[src/rtl/if_stage_if.sv]
// Instruction-memory fetch bus between the IF stage and instruction memory.
// The IF stage holds the master end and also drives the busy indication.
interface if_stage_if;
    logic        imem_req;
    logic [29:0] imem_addr;
    logic [31:0] imem_rd_data;
    logic        imem_ack;
    logic        busy;

    modport master (
        output imem_req,
        output imem_addr,
        output busy,
        input  imem_rd_data,
        input  imem_ack
    );

    modport slave (
        input  imem_req,
        input  imem_addr,
        input  busy,
        output imem_rd_data,
        output imem_ack
    );
endinterface

[src/rtl/if_stage.sv]
// Instruction-fetch stage: owns the PC, fetches over a req/ack bus and drives
// the IF/ID register, with a one-slot branch delay and controller flushes.
module if_stage #(
    parameter logic [29:0] RESET_VECTOR = 30'h0,
    parameter logic [31:0] NOP_INSN     = 32'h0
) (
    input  logic        clk,
    input  logic        reset,
    input  logic        i_stall,
    input  logic        i_flush,
    input  logic [29:0] i_new_pc,
    input  logic        i_br_taken,
    input  logic [29:0] i_br_addr,
    if_stage_if.master  imem,
    output logic [29:0] o_if_pc,
    output logic [31:0] o_if_insn,
    output logic        o_if_en
);

    localparam logic [0:0] S_NORMAL  = 1'b0;
    localparam logic [0:0] S_BR_PEND = 1'b1;

    logic [29:0] r_pc;
    logic [0:0]  r_br_pend;
    logic [29:0] r_br_pend_addr;
    logic [29:0] r_if_pc;
    logic [31:0] r_if_insn;
    logic        r_if_en;

    logic        w_req;
    logic        w_br_v;

    // A branch only counts when ID holds a real instruction, never a bubble.
    assign w_req  = !reset && !i_stall && !i_flush;
    assign w_br_v = i_br_taken && r_if_en;

    assign imem.imem_req  = w_req;
    assign imem.imem_addr = r_pc;
    assign imem.busy      = w_req && !imem.imem_ack;

    assign o_if_pc   = r_if_pc;
    assign o_if_insn = r_if_insn;
    assign o_if_en   = r_if_en;

    always_ff @(posedge clk) begin
        if (reset) begin
            r_pc           <= RESET_VECTOR;
            r_br_pend      <= S_NORMAL;
            r_br_pend_addr <= 30'h0;
            r_if_pc        <= 30'h0;
            r_if_insn      <= NOP_INSN;
            r_if_en        <= 1'b0;
        end else if (i_flush) begin
            r_pc      <= i_new_pc;
            r_br_pend <= S_NORMAL;
            r_if_insn <= NOP_INSN;
            r_if_en   <= 1'b0;
        end else if (i_stall) begin
            r_pc <= r_pc;
        end else if (imem.imem_ack) begin
            r_if_pc   <= r_pc;
            r_if_insn <= imem.imem_rd_data;
            r_if_en   <= 1'b1;
            // The just-completed fetch was the delay slot; a parked target wins.
            if (r_br_pend == S_BR_PEND) begin
                r_pc      <= r_br_pend_addr;
                r_br_pend <= S_NORMAL;
            end else if (w_br_v) begin
                r_pc <= i_br_addr;
            end else begin
                r_pc <= r_pc + 30'd1;
            end
        end else begin
            r_if_insn <= NOP_INSN;
            r_if_en   <= 1'b0;
            if (w_br_v) begin
                r_br_pend      <= S_BR_PEND;
                r_br_pend_addr <= i_br_addr;
            end
        end
    end

endmodule

[src/flat_wrapper.sv]
// flat-port wrapper written by rule: the top's interface ports become plain ports
module if_stage_flat 
#(
    parameter logic [29:0] RESET_VECTOR = 30'h0,
    parameter logic [31:0] NOP_INSN     = 32'h0
)
  (clk, reset, i_stall, i_flush, i_new_pc, i_br_taken, i_br_addr, o_if_pc, o_if_insn, o_if_en, imem_imem_req, imem_imem_addr, imem_busy, imem_imem_rd_data, imem_imem_ack);
  if_stage_if imem_i ();
  input  logic clk;
  input  logic reset;
  input  logic i_stall;
  input  logic i_flush;
  input  logic [29:0] i_new_pc;
  input  logic i_br_taken;
  input  logic [29:0] i_br_addr;
  output logic [29:0] o_if_pc;
  output logic [31:0] o_if_insn;
  output logic o_if_en;
  output wire logic [$bits(imem_i.imem_req)-1:0] imem_imem_req;
  output wire logic [$bits(imem_i.imem_addr)-1:0] imem_imem_addr;
  output wire logic [$bits(imem_i.busy)-1:0] imem_busy;
  input wire logic [$bits(imem_i.imem_rd_data)-1:0] imem_imem_rd_data;
  input wire logic [$bits(imem_i.imem_ack)-1:0] imem_imem_ack;
  assign imem_imem_req = imem_i.imem_req;
  assign imem_imem_addr = imem_i.imem_addr;
  assign imem_busy = imem_i.busy;
  assign imem_i.imem_rd_data = imem_imem_rd_data;
  assign imem_i.imem_ack = imem_imem_ack;
  if_stage #(.RESET_VECTOR(RESET_VECTOR), .NOP_INSN(NOP_INSN)) u_core (.clk(clk), .reset(reset), .i_stall(i_stall), .i_flush(i_flush), .i_new_pc(i_new_pc), .i_br_taken(i_br_taken), .i_br_addr(i_br_addr), .imem(imem_i), .o_if_pc(o_if_pc), .o_if_insn(o_if_insn), .o_if_en(o_if_en));
endmodule
[config.mk]
export PLATFORM = sky130hd
export DESIGN_NAME = if_stage_flat
export DESIGN_NICKNAME = d
export VERILOG_FILES = /design/src/rtl/if_stage_if.sv /design/src/rtl/if_stage.sv /design/src/flat_wrapper.sv
export SDC_FILE = /design/constraint.sdc
export NUM_CORES = 1
export LEC_CHECK = 0
export ABC_AREA = 0
export CAP_MARGIN = 30
export CORE_ASPECT_RATIO = 0.75
export CORE_MARGIN = 4
export CORE_UTILIZATION = 35
export DETAILED_ROUTE_END_ITERATION = 7
export HOLD_SLACK_MARGIN = 0.15
export PLACE_DENSITY_LB_ADDON = 0.08
export SYNTH_ARGS = -nofsm -noshare
export SYNTH_HDL_FRONTEND = slang
export SYNTH_SLANG_ARGS = --single-unit
export TNS_END_PERCENT = 5
[constraint.sdc]
create_clock -name clk -period 2.4 [get_ports clk]
set_input_delay 0.36 -clock clk [delete_from_list [all_inputs] [get_ports clk]]
set_output_delay 0.36 -clock clk [all_outputs]
set_load 0.005 [all_outputs]
### Word-level counts from Yosys, hierarchy flattened

Cells that the tools add are included.
W data, S select, Z words.

* register bits after elaboration: 124
* word-level logic and storage cells: 35
* input port bits: 98
* RAM bits: 0
* bits in latches: 0
* bits in read-only memories: 0
* memories kept: 0
* output and inout port bits: 95

* $lt $le $gt $ge: 0
* eq/ne operators: 1
* multiplexer cells: 9
* multipliers: 0
* shift-type cells: 0
* add/sub/neg operators: 1
* divide/modulo/power cells: 0
* reductions and logical operators: 15
* bitwise operators: 3

Operator list (count)
* $mux W30: 5
* $mux W32: 1
* $add A30 B1 Y30 const B: 1
* $logic_and A1 B1 Y1: 4
* $logic_not A1 Y1: 4
* $reduce_and A2 Y1: 2
* $reduce_and A4 Y1: 1
* $reduce_bool A2 Y1: 2
* $mux W1: 3
* $not A1 Y1: 3
* $reduce_and A3 Y1: 1
* $ne A2 B1 Y1 const B: 1
* $reduce_or A2 Y1: 1

### Longest topological paths before layout

Gate-level depths: netlist (run 1).

* depth after elaboration: 6
* mapped depth: 7
* mapped depth without buffers: 6

### Worst setup path before layout (run 1)

No wires, ideal clock.

* path kind: register -> register
* from: register u_core.r_pc[0] (netlist: u_core.imem.imem_addr[0])
* to: register u_core.r_pc[16] (netlist: u_core.imem.imem_addr[16])
* setup time: 70 ps
* required time: 2330 ps
* buffers on the path: 0
* data arrival time: 1966 ps
* setup slack: 364 ps
* cell stages (with the launch flop): 7
* clock period less this slack: 2036 ps
* cell sequence: dfxtp_1 ha_1 and2_1 or4b_4 or3_1 a22o_1 a21oi_1

* word-level cells in the longest chain between the ends: 6

RTL lines
* from (decl): RTL line if_stage.sv:23 `logic [29:0] r_pc;`
* from (signal assigned): RTL line if_stage.sv:54 `r_pc <= i_new_pc;`
* from (signal assigned): RTL line if_stage.sv:59 `r_pc <= r_pc;`
* from (signal assigned): RTL line if_stage.sv:66 `r_pc <= r_br_pend_addr;`
* $add A30 B1 Y30: RTL line if_stage.sv:71 `r_pc <= r_pc + 30'd1;`
* $mux W30: RTL line if_stage.sv:68 `end else if (w_br_v) begin`
* $mux W30: RTL line if_stage.sv:65 `if (r_br_pend == S_BR_PEND) begin`
* $mux W30: RTL line if_stage.sv:60 `end else if (imem.imem_ack) begin`
* $mux W30: RTL line if_stage.sv:58 `end else if (i_stall) begin`
* $mux W30: RTL line if_stage.sv:53 `end else if (i_flush) begin`

Every way passes these cells. The select of a mux whose other input is x is not followed.
A chain may end at the register's enable or synchronous reset.

### Worst setup path in the final report (run 1)

* from: register u_core.r_pc[3] (netlist: u_core.imem.imem_addr[3])
* to: register u_core.r_pc[15] (netlist: u_core.imem.imem_addr[15])

The elaborated chain is that of the path after synthesis.

==> results of run 1 <==
## layout make-up
type | count | area, um^2
clock buffers | 24 | 502
clock inverters | 6 | 85.1
well taps | 210 | 263
multi-input cells | 534 | 2960
fillers | 1520 | 7370
repair buffers | 241 | 2300
flip-flops and latches | 124 | 2480
inverters | 13 | 48.8
## power by group through the flow
stage	Combinational [mW]	Clock, mW	Sequential [mW]
after global routing	0.777	2.68	2.19
after global placement	0.711	0	2.23
final	0.720	2.54	2.19
after detailed placement	0.716	0	2.23
after CTS	0.719	2.60	2.19
after floorplan	0.267	0	2.23
## flip-flops by register name, summed over array words and instances (netlist names)
signal	count
u_core.o_if_en	1
u_core.o_if_pc	30
u_core.imem.imem_addr	30
u_core.r_br_pend	1
u_core.r_br_pend_addr	30
u_core.o_if_insn	32
## final timing paths
path                            cells past startpoint  slack, ps                   endpoint
worst min-delay path                                3        290   u_core.imem.imem_addr[2]
worst max-delay path                                5        210  u_core.imem.imem_addr[15]
worst min register to register                      2        450         u_core.o_if_pc[16]
worst max register to register                      5        210  u_core.imem.imem_addr[15]
## through the flow
step	cell area (um^2)	total power, mW	hold slack, ps	cells	util
3_3_place_gp	8060	2.94	440	1122	0.503
3_5_place_dp	8060	2.95	446	1122	0.503
6_report	8650	5.45	288	1152	0.540
2_1_floorplan	5700	2.49	432	732	-
5_1_grt	8650	5.65	296	1152	0.540
4_1_cts	8640	5.51	267	1152	0.540
## routing by layer
layer	vias up	share of wire	track usage
met5	-	0	0
met4	0	0.010	0.0481
met3	16	0.089	0.0688
met2	255	0.43	0.338
met1	2982	0.47	0.336
li1	2994	-	-
## worst max-delay path: stages, from the launching register on
cell     delay, ps
dfxtp_1        510
nand4_4        250
or2_2          390
or4_1          500
xnor2_1        140
a221o_1        290
## Yosys cell counts, drive strengths merged, types with 3 or more instances
| cell | n | area, um^2 |
|---|---|---|
| inv | 13 | 48.8 |
| o31a | 4 | 35.0 |
| nand3b | 3 | 22.5 |
| clkbuf | 54 | 205 |
| xnor2 | 8 | 70.1 |
| and4 | 3 | 27.5 |
| a31o | 4 | 35.0 |
| nand4 | 13 | 111 |
| a221oi | 15 | 131 |
| nor2b | 4 | 25.0 |
| and3 | 7 | 45.1 |
| nand3 | 10 | 50.1 |
| xor2 | 9 | 78.8 |
| or3 | 3 | 18.8 |
| o21ai | 19 | 95.1 |
| nor4 | 3 | 25.0 |
| o22ai | 3 | 18.8 |
| a21oi | 100 | 500 |
| nand2 | 157 | 589 |
| buf | 7 | 28.8 |
| nor2 | 61 | 229 |
| a221o | 4 | 40.0 |
| nor3 | 12 | 60.1 |
| and2 | 5 | 31.3 |
| nand2b | 4 | 25.0 |
| a22oi | 34 | 255 |
| a2111oi | 3 | 26.3 |
| o221ai | 5 | 43.8 |
| o211ai | 5 | 37.5 |
| mux2i | 3 | 30.0 |
| dfxtp | 124 | 2480 |
| a211oi | 7 | 52.6 |
## cells by family (layout without fill, tap and decap cells)
logic type | after synthesis | count (layout) | synth area share
simple gates | 293 | 293 | 0.233
mux | 3 | 3 | 0.00526
flops | 124 | 124 | 0.435
compound gates | 220 | 220 | 0.249
fa+ha+maj | 1 | 1 | 0.00219
xor+xnor | 17 | 17 | 0.0261
buf+inv | 74 | 284 | 0.0496
## timing repair
item,CTS,global route
endpoints found under the setup margin,0,1
gates resized for setup,0,1
hold buffers,0,0
==> metrics.cfg, run 1 <==
[run_status]
status=completed

[worst_setup_path]
crit_required_ps=2700
critPathCaptureType=register
startpoint_type=register
r2r-start=u_core.imem.imem_addr[3]
cp_max_fo=8
crit_type=register to register
cp.arrival_ps=2490
cp-startpoint=u_core.imem.imem_addr[3]

[yosys]
synth-seq-cells=124
syn_avg_cell_area_um2=7.79
synth.distinct_cells=58
ys_warn_count=0
netlist_instances=732
syn_area_um2=5700
yosysSeqAreaShare=0.435
synth_edf_count=0
ys.flop_type=dfxtp_1
synth-async-reset-ratio=0
synth_nets=831

[pwr]
comb_power_share=0.132
p_sw_mw=1.29
switching_share=0.236
p_leak_nw=3.08
vdd_drop_max_v=0.000444
power_density_nw_per_um2=630
clockPowerShare=0.467
p_int_mw=4.16
seq_power_share=0.401

[timing]
period_share=0.911
period_needed_ps=2190
worst_slack_ps=214
rsz0062_at_grt=false
tightest_slew_ps=635
final-setup-viol-count=0
relSlewSlack=0.575
finalSetupTns_ps=0
fin_skew_ps=8.74
clock.fmax_mhz=457
slew_violations=0
hold_violations=0

[drt]
wl_per_cell_um=18.8
dr.pass1.iters=5
wl_mm=21.7
drc=0
ant_nets=0
drtIter0Drc=516
vias=6247
viasPerCell=5.42

[clock_tree]
clock_latency_ps=420
post_cts_buffers=0
cts_tree=yes
ctsHtreeMaxLevel=4
clock-sinks=124
cts-root-buf=clkbuf_16
clk_pin_slew_ps=50
cts_buffer_depth=2
numCtsBuffers=17

[layout]
synthToLayoutAreaGrowth_pct=51.6
layout_common_cells=190 x clkdlybuf4s50_1, 157 x nand2_1, 124 x dfxtp_1
diodes=0
mostFrequentLayoutCell=clkdlybuf4s50_1
nNetsFinal=1030
drive_above_1_share=0.102

[die]
fp.dieW_um=155
boundaryPins=193
die_height_um=119
dieArea_um2=18400
design.core.area_um2=16000
start_util=0.356
rows=40

[placed_design]
dp_slack_ps=191
port_buffers=192
dp_hpwl_mm=15.8
place_congestion=0.834

[min_path]
hp-class=input port to register
hold_start=i_flush

[global_route]
grt_use_total=0.231
grt_max_degree=42
antenna_found_initial=0
grt_pass1_wl_mm=33.7
grt_pass1_vias=6154
gr-total-overflow=0

[run]
maxCapViolCount=0

Note: power is estimated with default switching activity, not from simulation.
==> inputs of run 2 (changes only) <==
--- a/config.mk
+++ b/config.mk
@@ -7,7 +7,7 @@
 export LEC_CHECK = 0
 export ABC_AREA = 0
 export CAP_MARGIN = 30
-export CORE_ASPECT_RATIO = 0.75
+export CORE_ASPECT_RATIO = 0.8
 export CORE_MARGIN = 4
 export CORE_UTILIZATION = 35
 export DETAILED_ROUTE_END_ITERATION = 7
==> run 2 against run 1 <==
  * Hold slack improved by 24 ps
  * Cell count increased by 0.61%
  * Register-to-register slack is essentially flat
  * Die area about the same
  * Clock-buffer cell count fell by 2
  * Power up 0.96%
  * Core utilization rose by 0.73 points
  * Via count down 1.5%
  * Sequential cell count unchanged
  * Maximum frequency fell by 0.24%
==> metrics.cfg, run 2 (synthesis results as in run 1) <==
[placed_design]
dp_hpwl_mm=15.6  ; -1.7%
place_congestion=0.912  ; +9.3%
port_buffers=192  ; unchanged

[timing]
rsz0062_at_grt=false
clock.fmax_mhz=456  ; -0.24%
finalSetupTns_ps=0  ; unchanged
final-setup-viol-count=0  ; unchanged
period_needed_ps=2190  ; +5.15 ps
tightest_slew_ps=644  ; +8.62 ps
relSlewSlack=0.571  ; -0.00418
period_share=0.913  ; +0.00214
slew_violations=0  ; unchanged
fin_skew_ps=5.17  ; -3.57 ps
hold_violations=0  ; unchanged

[global_route]
grt_use_total=0.226  ; -0.00509
gr-total-overflow=0  ; unchanged
grt_pass1_vias=5933  ; -3.6%
grt_pass1_wl_mm=32.5  ; -3.6%
antenna_found_initial=0  ; unchanged
grt_max_degree=58  ; +38%

[clock_tree]
clk_pin_slew_ps=60  ; about the same
clock-sinks=124  ; unchanged
cts_tree=yes
numCtsBuffers=17  ; unchanged
cts_hold_buf=0  ; unchanged
post_cts_buffers=0  ; unchanged
ctsHtreeMaxLevel=4  ; unchanged
cts-root-buf=clkbuf_16
cts_buffer_depth=2  ; unchanged
clock_latency_ps=420  ; about the same
cts_resized=0  ; unchanged

[die]
rows=41  ; +2.5%
design.core.area_um2=15900  ; -1.0%
dieArea_um2=18400  ; about the same
boundaryPins=193  ; unchanged
fp.dieW_um=151  ; -3.0%
start_util=0.360  ; +0.00368
die_height_um=122  ; +3.1%

[drt]
drtIter0Drc=436  ; -16%
drc=0  ; unchanged
wl_per_cell_um=18.1  ; -3.7%
dr.pass1.iters=5  ; unchanged
wl_mm=21.0  ; -3.1%
vias=6152  ; -1.5%
viasPerCell=5.31  ; -2.1%
ant_nets=0  ; unchanged

[pwr]
p_leak_nw=3.09  ; +0.26%
post-layout-total-power_mw=5.50  ; +0.96%
power_density_nw_per_um2=634  ; +0.64%
vdd_drop_max_v=0.000541  ; +22%

[worst_setup_path]
regToRegEndpoint=u_core.imem.imem_addr[16]
cp.arrival_ps=2540  ; +50 ps
path_cells=ha_1, and2_1, or4b_4, or3_1, a22o_1, a21oi_1
r2r_slack_ps=210  ; about the same
critPathCaptureType=register
startpoint_type=register
critPathSlowestCell=dfxtp_1
r2r-start=u_core.imem.imem_addr[1]
worst_r2r_path_depth=6  ; +1
cp_max_fo=8  ; unchanged
cp_slowest_stage_delay_ps=510  ; about the same
crit_family=simple AND/OR/NAND/NOR gates
crit_type=register to register
critPathBufInv=0  ; unchanged
crit_required_ps=2750  ; +50 ps

[run_status]
status=completed

[min_path]
hold_depth=3  ; unchanged
hp-class=input port to register
hold_start=reset
hold_end=u_core.o_if_en

[layout]
drive_above_1_share=0.105  ; +0.00296
synthToLayoutAreaGrowth_pct=52.1
largest_reg_flops=32  ; unchanged
fill_cells=1488  ; -2.1%
nNetsFinal=1031  ; +0.097%
layout_common_cells=190 x clkdlybuf4s50_1, 157 x nand2_1, 124 x dfxtp_1
multi_input_area_um2=2960  ; -0.17%
seqCellArea_um2=2480  ; unchanged
diodes=0  ; unchanged
mostFrequentLayoutCell=clkdlybuf4s50_1

[run]
maxCapViolCount=0  ; unchanged

[run 2: changes by cell type in the layout (fill, tap and decap cells not counted)]
| cell | before | now |
|---|---|---|
| buf_4 | 47 | 48 |
| clkbuf_1 | 2 | 0 |
| clkinv_2 | 2 | 1 |
| clkinv_4 | 0 | 1 |
| clkinvlp_4 | 2 | 5 |
| nor3_1 | 11 | 12 |
| nor3_2 | 1 | 0 |
[run 2: routing by layer]
layer | wire (um) | up-vias | global-route usage
met3 | 1950 | 27 | 0.0662
met5 | 0 | - | 0
met1 | 9510 | 2879 | 0.315
met2 | 9240 | 250 | 0.340
li1 | - | 2996 | -
met4 | 288 | 0 | 0.0646
[run 2: how the worst max path moves through the flow]
stage | start | endpoint | slack [ps] | depth (start not counted)
after floorplan | u_core.imem.imem_addr[0] | u_core.imem.imem_addr[16] | 360 | 6
after global placement | imem_imem_ack | u_core.imem.imem_addr[25] | 240 | 7
after detailed placement | i_br_taken | u_core.imem.imem_addr[9] | 150 | 6
after CTS | u_core.imem.imem_addr[1] | u_core.imem.imem_addr[16] | 210 | 6
after global routing | u_core.imem.imem_addr[1] | u_core.imem.imem_addr[16] | 130 | 6
final | u_core.imem.imem_addr[1] | u_core.imem.imem_addr[16] | 210 | 6
[run 2: tightest hold or removal path, cell delays in order]
cell	delay (ps)
buf_2	90
or2_2	180
a21oi_1	50
[run 2: where the power goes]
| group | switching (mW) | total, mW | internal [mW] | leakage (nW) |
|---|---|---|---|---|
| Combinational | 0.328 | 0.719 | 0.391 | 1.80 |
| Sequential | 0.0665 | 2.19 | 2.12 | 1.01 |
| Clock | 0.939 | 2.60 | 1.66 | 0.282 |
| Total | 1.33 | 5.50 | 4.17 | 3.09 |
[run 2: metrics by stage]
step | utilization | area, um^2 | worst slack, ps | cells | hold WS (ps)
2_1_floorplan | - | 5700 | 364 | 732 | 432
3_3_place_gp | 0.509 | 8070 | 235 | 1128 | 441
3_5_place_dp | 0.509 | 8070 | 155 | 1128 | 446
4_1_cts | 0.547 | 8680 | 215 | 1159 | 295
5_1_grt | 0.547 | 8680 | 128 | 1159 | 325
6_report | 0.547 | 8680 | 209 | 1159 | 312
[run 2: final cells by class]
cell class / count / area share
Clock buffer: 22 / 0.0570
Clock inverter: 9 / 0.0128
Inverter: 13 / 0.00562
Multi-Input combinational cell: 534 / 0.341
Sequential cell: 124 / 0.286
Tap cell: 215 / 0.0310
Timing Repair Buffer: 242 / 0.267
